`config.mk`:
```
export PLATFORM = sky130hd
export DESIGN_NAME = maple_frame_decoder
export DESIGN_NICKNAME = d
export VERILOG_FILES = /design/src/rtl/maple_frame_decoder.sv
export SDC_FILE = /design/constraint.sdc
export NUM_CORES = 1
export LEC_CHECK = 0
export BUFFER_PORTS_ARGS = -buffer_cell sky130_fd_sc_hd__buf_2
export CAP_MARGIN = 15
export CORE_MARGIN = 3
export CORE_UTILIZATION = 30
export CTS_BUF_LIST = sky130_fd_sc_hd__clkbuf_16
export DETAILED_ROUTE_END_ITERATION = 7
export PLACE_DENSITY_LB_ADDON = 0.15
export SETUP_SLACK_MARGIN = 0.4
export SYNTH_ARGS = -nofsm -noshare
export SYNTH_HDL_FRONTEND = slang
export SYNTH_SLANG_ARGS = --single-unit
```
`constraint.sdc`:
```
create_clock -name clk -period 9.05 [get_ports clk]
set_input_delay 0.4525 -clock clk [delete_from_list [all_inputs] [get_ports clk]]
set_output_delay 0.4525 -clock clk [all_outputs]
set_load 0.01 [all_outputs]
```
`src/rtl/maple_frame_decoder.sv`:
```
// Maple line deserialiser: collects SDCKA/SDCKB phase-alternating bits into words,
// queues them in a small output FIFO and reports per-frame status.
module maple_frame_decoder #(
  parameter int WORD_BYTES = 4,
  parameter int FIFO_DEPTH = 4,
  parameter int CNT_W      = 8
) (
  input  logic                    clk,
  input  logic                    reset,
  input  logic                    enable,
  input  logic                    sdcka_data,
  input  logic                    sdcka_negedge,
  input  logic                    sdckb_data,
  input  logic                    sdckb_negedge,
  output logic [8*WORD_BYTES-1:0] out_data,
  output logic [2:0]              out_bytes,
  output logic                    out_valid,
  input  logic                    out_ready,
  output logic                    frame_done,
  output logic [CNT_W-1:0]        frame_words,
  output logic                    frame_overflow,
  output logic                    frame_misalign,
  output logic [2:0]              state_dbg
);

  localparam int W    = 8 * WORD_BYTES;
  localparam int BC_W = $clog2(W);
  localparam int SW   = BC_W + 1;
  localparam int AW   = $clog2(FIFO_DEPTH);

  typedef enum logic [2:0] {
    IDLE   = 3'd0,
    PHASE1 = 3'd1,
    PHASE2 = 3'd2,
    FLUSH  = 3'd3,
    DONE   = 3'd4
  } state_t;

  // Output handshake: the head entry transfers on any rising clk edge where
  // out_valid & out_ready are both high; out_data/out_bytes hold until then.

  state_t            state;
  logic [W-1:0]      shift_reg;
  logic [BC_W-1:0]   bit_cnt;
  logic              pend_valid;
  logic [W-1:0]      pend_word;
  logic [2:0]        pend_bytes;

  logic [W-1:0]      mem_data [FIFO_DEPTH];
  logic [2:0]        mem_bytes [FIFO_DEPTH];
  logic [AW-1:0]     wr_ptr;
  logic [AW-1:0]     rd_ptr;
  logic [AW:0]       count;

  logic              sample_a;
  logic              sample_b;
  logic              sample;
  logic              sample_bit;
  logic              word_last;
  logic              res_aligned;
  logic [W-1:0]      flush_word;
  logic [2:0]        flush_bytes;
  logic              push_req;
  logic [W-1:0]      push_word;
  logic [2:0]        push_bytes;
  logic              full;
  logic              pop;
  logic              push_ok;

  assign state_dbg = state;

  // An SDCKA strobe in IDLE with enable high already counts as the first PHASE1 bit.
  assign sample_a   = enable && sdcka_negedge && (state == IDLE || state == PHASE1);
  assign sample_b   = enable && sdckb_negedge && (state == PHASE2);
  assign sample     = sample_a || sample_b;
  assign sample_bit = sample_a ? sdckb_data : sdcka_data;
  assign word_last  = sample && (bit_cnt == BC_W'(W - 1));

  assign res_aligned = (state == FLUSH) && (bit_cnt[2:0] == 3'd0) && (bit_cnt != '0);
  assign flush_word  = shift_reg << (SW'(W) - SW'(bit_cnt));
  assign flush_bytes = 3'(bit_cnt >> 3);

  assign push_req   = pend_valid || res_aligned;
  assign push_word  = res_aligned ? flush_word : pend_word;
  assign push_bytes = res_aligned ? flush_bytes : pend_bytes;

  assign out_valid = (count != '0);
  assign full      = (count == (AW+1)'(FIFO_DEPTH));
  assign pop       = out_valid && out_ready;
  assign push_ok   = push_req && (!full || pop);
  assign out_data  = out_valid ? mem_data[rd_ptr] : '0;
  assign out_bytes = out_valid ? mem_bytes[rd_ptr] : 3'd0;

  always_ff @(posedge clk) begin
    if (push_ok) begin
      mem_data[wr_ptr]  <= push_word;
      mem_bytes[wr_ptr] <= push_bytes;
    end
  end

  always_ff @(posedge clk or negedge reset) begin
    if (!reset) begin
      wr_ptr <= '0;
      rd_ptr <= '0;
      count  <= '0;
    end else begin
      if (push_ok) wr_ptr <= wr_ptr + 1'b1;
      if (pop)     rd_ptr <= rd_ptr + 1'b1;
      if (push_ok && !pop)      count <= count + 1'b1;
      else if (!push_ok && pop) count <= count - 1'b1;
    end
  end

  always_ff @(posedge clk or negedge reset) begin
    if (!reset) begin
      state          <= IDLE;
      shift_reg      <= '0;
      bit_cnt        <= '0;
      pend_valid     <= 1'b0;
      pend_word      <= '0;
      pend_bytes     <= 3'd0;
      frame_done     <= 1'b0;
      frame_words    <= '0;
      frame_overflow <= 1'b0;
      frame_misalign <= 1'b0;
    end else begin
      pend_valid <= word_last;
      if (word_last) begin
        pend_word  <= {shift_reg[W-2:0], sample_bit};
        pend_bytes <= 3'(WORD_BYTES);
      end
      frame_done <= (state == FLUSH);

      if (sample) begin
        shift_reg <= {shift_reg[W-2:0], sample_bit};
        bit_cnt   <= word_last ? '0 : bit_cnt + 1'b1;
      end

      // Dropped words still count towards the frame total.
      if (push_req) begin
        if (frame_words != '1) frame_words <= frame_words + 1'b1;
        if (!push_ok) frame_overflow <= 1'b1;
      end

      case (state)
        IDLE: begin
          if (enable) begin
            frame_words    <= '0;
            frame_overflow <= 1'b0;
            frame_misalign <= 1'b0;
            state          <= sample ? PHASE2 : PHASE1;
          end
        end
        PHASE1: begin
          if (!enable)     state <= FLUSH;
          else if (sample) state <= PHASE2;
        end
        PHASE2: begin
          if (!enable)     state <= FLUSH;
          else if (sample) state <= PHASE1;
        end
        FLUSH: begin
          if (bit_cnt[2:0] != 3'd0) frame_misalign <= 1'b1;
          shift_reg <= '0;
          bit_cnt   <= '0;
          state     <= DONE;
        end
        DONE: begin
          state <= IDLE;
        end
        default: state <= IDLE;
      endcase
    end
  end

endmodule

```
==> results.md <==
- Largest net degree at the start of global routing: 48
- Simple-gate area share of the yosys netlist: 0.1232
- Per-cell routed wire length: 20.56 um
- DR vias: 7005
- Crit-path leading delay family: simple AND/OR/NAND/NOR gates
- Clock tree buffer depth: 3
- Reg clk slew, reported paths: 60 ps
- Tot GR Track Use: 0.1412
- VDD IR max: 0.1559 mV
- Top achievable clock speed: 244.4 MHz
- Sink Count: 232
- Global route overflow: 0
- DRC marker count from the first detailed-route iteration: 540
- Synth area leaders: edfxtp_1 (38%), dfrtp_1 (21%), mux4_2 (11%)
- RSZ-0062 raised after global routing: no
- Hold Path Class: primary input to flip-flop
- Crit path DAT: 4240 ps
- Clock period minus worst slack: between 4000 and 5000 ps
- Mux cell area share after synthesis: 0.1876
- Slowest cell on crit path: and2_2
- Initial Util: 0.3051
- CTS tree: yes
- Worst rel slew slack: 0.3376
- Syn Area/Cell: 13.43 um2
- WS Path Type: flip-flop to flip-flop
- Die Height: 199.2 um
- Total routed wirelength: 28170 um
- # Post-CTS Setup Buffers: 0
- Cts bufs inserted: 26
- Clock skew: between 15 and 20 ps
- Sequential cell area fraction in the yosys report: 0.5810
- Post-CTS sizing: 0
- Post-Syn Instances: 834
- Nets: 902
- Max-Cap Viols: 0
- Yosys top cell by area: edfxtp_1
- Largest family of logic cells by synthesized area: multiplexers
- Drt first pass iters: 6
- Clk_lat worst skew: around 540 ps
- Top Ports: just under 60
- Max reg flops: 128
- Hold Slack: 122.0 ps
- Period Utilization, post-route: 0.4521
- Status: complete, no violations
- Worst Tran Pin Value: 993.6 ps
- PortBufs: 57
- Worst endpoint required time: 9200 ps
- Syn Nets: 854
- Hold buffer count at cts: 1
- Final Hold Viols: 0
- H-tree Lvls: 1
- Ys flop type: edfxtp_1
- Die X: between 150 and 200 um
- Die area: 0.03968 mm2
- Post-synth EDFFs: between 100 and 150
- Ant diodes: 0
- Share of cells above drive strength 1: 0.2450
- Pwr dens: 272.1 mW/mm2
- Antenna violations before repair: 0
- Max-slew violation count: 0
- Total negative slack: 0 ps
- Area fraction of the dominant cell type after synthesis: 0.3754
- Pre-CTS worst setup slack: 4842 ps
- Setup slack after layout: a little under 5000 ps
- Post-synthesis register bit count: 232
- Lkg Pwr: 5.316 nW
- Final core area utilization: 0.3479
- Post-route ant nets: 0
- Yosys cell types: about 60
- Synth Area in Compound Gates: 0.06156
- Detailed Place HPWL: 18450 um
- Row cnt: 70
- Netlist area before placement: ~0.011 mm2
- Root Driver: clkbuf_16
- Crit-path cells: buf_4 > inv_1 > ha_1 > nor3b_1 > ha_1 > nor2b_1 > a21oi_1 > nor2_1 > and2_2
- Synthesis Warnings: 0
- Core Region: approximately 0.037 mm2
- Post-Synth Adder-Cell Area: 0.01408
- CP startpoint kind: flip-flop
- Largest stage delay, worst path: 890 ps
- CP Capture Type: flip-flop
- Vias in the first global route: ~6900
- Remaining DRCs: 0
- Final setup viols: 0
- Crit Path Max Fanout: between 40 and 50
- Synth-to-Final Area Change: 14.01%
- Worst path bufs/invs: 2
- Vias/cell: 5.113
- GPL Wtd Cong: 0.8501
- Fraction of registers with async set/reset: 0.3966
- Most frequent cell on the critical path: ha_1
- XOR/XNOR share of the synthesized area: 0.007039
- First-pass GRT wire length: 43190 um
final timing paths:
check | slack (ps) | startpoint | to | cells after the start
min reg2reg | 470 | pend_bytes[2]$_DFFE_PN0P_ | pend_bytes[2]$_DFFE_PN0P_ | 1
max in group asynchronous | 7480 | reset | bit_cnt[0]$_DFFE_PN0P_ | 3
max | 4960 | bit_cnt[0]$_DFFE_PN0P_ | mem_data[2][21]$_DFFE_PP_ | 9
min in group asynchronous | 480 | reset | count[0]$_DFFE_PN0P_ | 2
min | 120 | enable | state_dbg[1]$_DFFE_PN0P_ | 2
max reg2reg | 4960 | bit_cnt[0]$_DFFE_PN0P_ | mem_data[2][21]$_DFFE_PP_ | 9
logic make-up after synthesis:
| logic type | count (synthesis) |
|---|---|
| DFF | 232 |
| buffers and inverters | 68 |
| muxes | 123 |
| xor gates and xnor gates | 9 |
| and+or+nand+nor | 293 |
| AOI/OAI and AO/OA | 97 |
| adders and majority gates | 12 |
stage by stage:
stage                     cells  area [um2]  power [W]
after floorplan             834       11200   0.002190
after global placement     1321       11970   0.002540
after detailed placement   1321       11970   0.002538
after CTS                  1370       12770   0.003533
after global routing       1370       12770   0.003686
final                      1370       12770   0.003474
cells in the final DEF, fill, tap and decap left out, types with 17 or more instances in the layout:
master       n
mux2_2      43
mux4_2      57
o21ai_0     19
and2_1      39
inv_1       18
nor2_1      29
clkbuf_16   26
dfrtp_1     90
nand3_1     44
buf_2       56
a21oi_1     17
edfxtp_1   140
nand2_1    137
where the power goes:
part | total (W) | leakage, nW | switching, W | internal [W]
Clock | 0.000981 | 0.404 | 0.000429 | 0.000552
Combinational | 0.00122 | 2.17 | 0.000741 | 0.000478
Sequential | 0.00127 | 2.74 | 0.0000736 | 0.00120
synthesized netlist by cell type (all sizes together), types with 16 or more instances:
master and count:
a21oi 18, edfxtp 140, nand3 44, buf 26, dfrtp 92, nor2 29
clkbuf 27, mux2 44, mux4 63, and2 43, nand2 137, mux2i 16
o21ai 19
per-layer routing:
layer	routed length [um]	up-vias	track usage
met1	14290	3595	0.2215
li1	-	3250	-
met5	0	-	0
met4	521	0	0.03045
met2	12430	126	0.2086
met3	927	34	0.01872
cell type report:
| type | count | area, um2 |
|---|---|---|
| Clock inverter | 22 | 140.1 |
| Fill cell | 3615 | 23930 |
| Clock buffer | 26 | 650.6 |
| Tap cell | 468 | 585.6 |
| Timing Repair Buffer | 73 | 410.4 |
| Sequential cell | 232 | 6509 |
| Multi-Input combinational cell | 534 | 4415 |
| Inverter | 15 | 56.30 |
No activity file was read; power rests on OpenSTA's default activity.
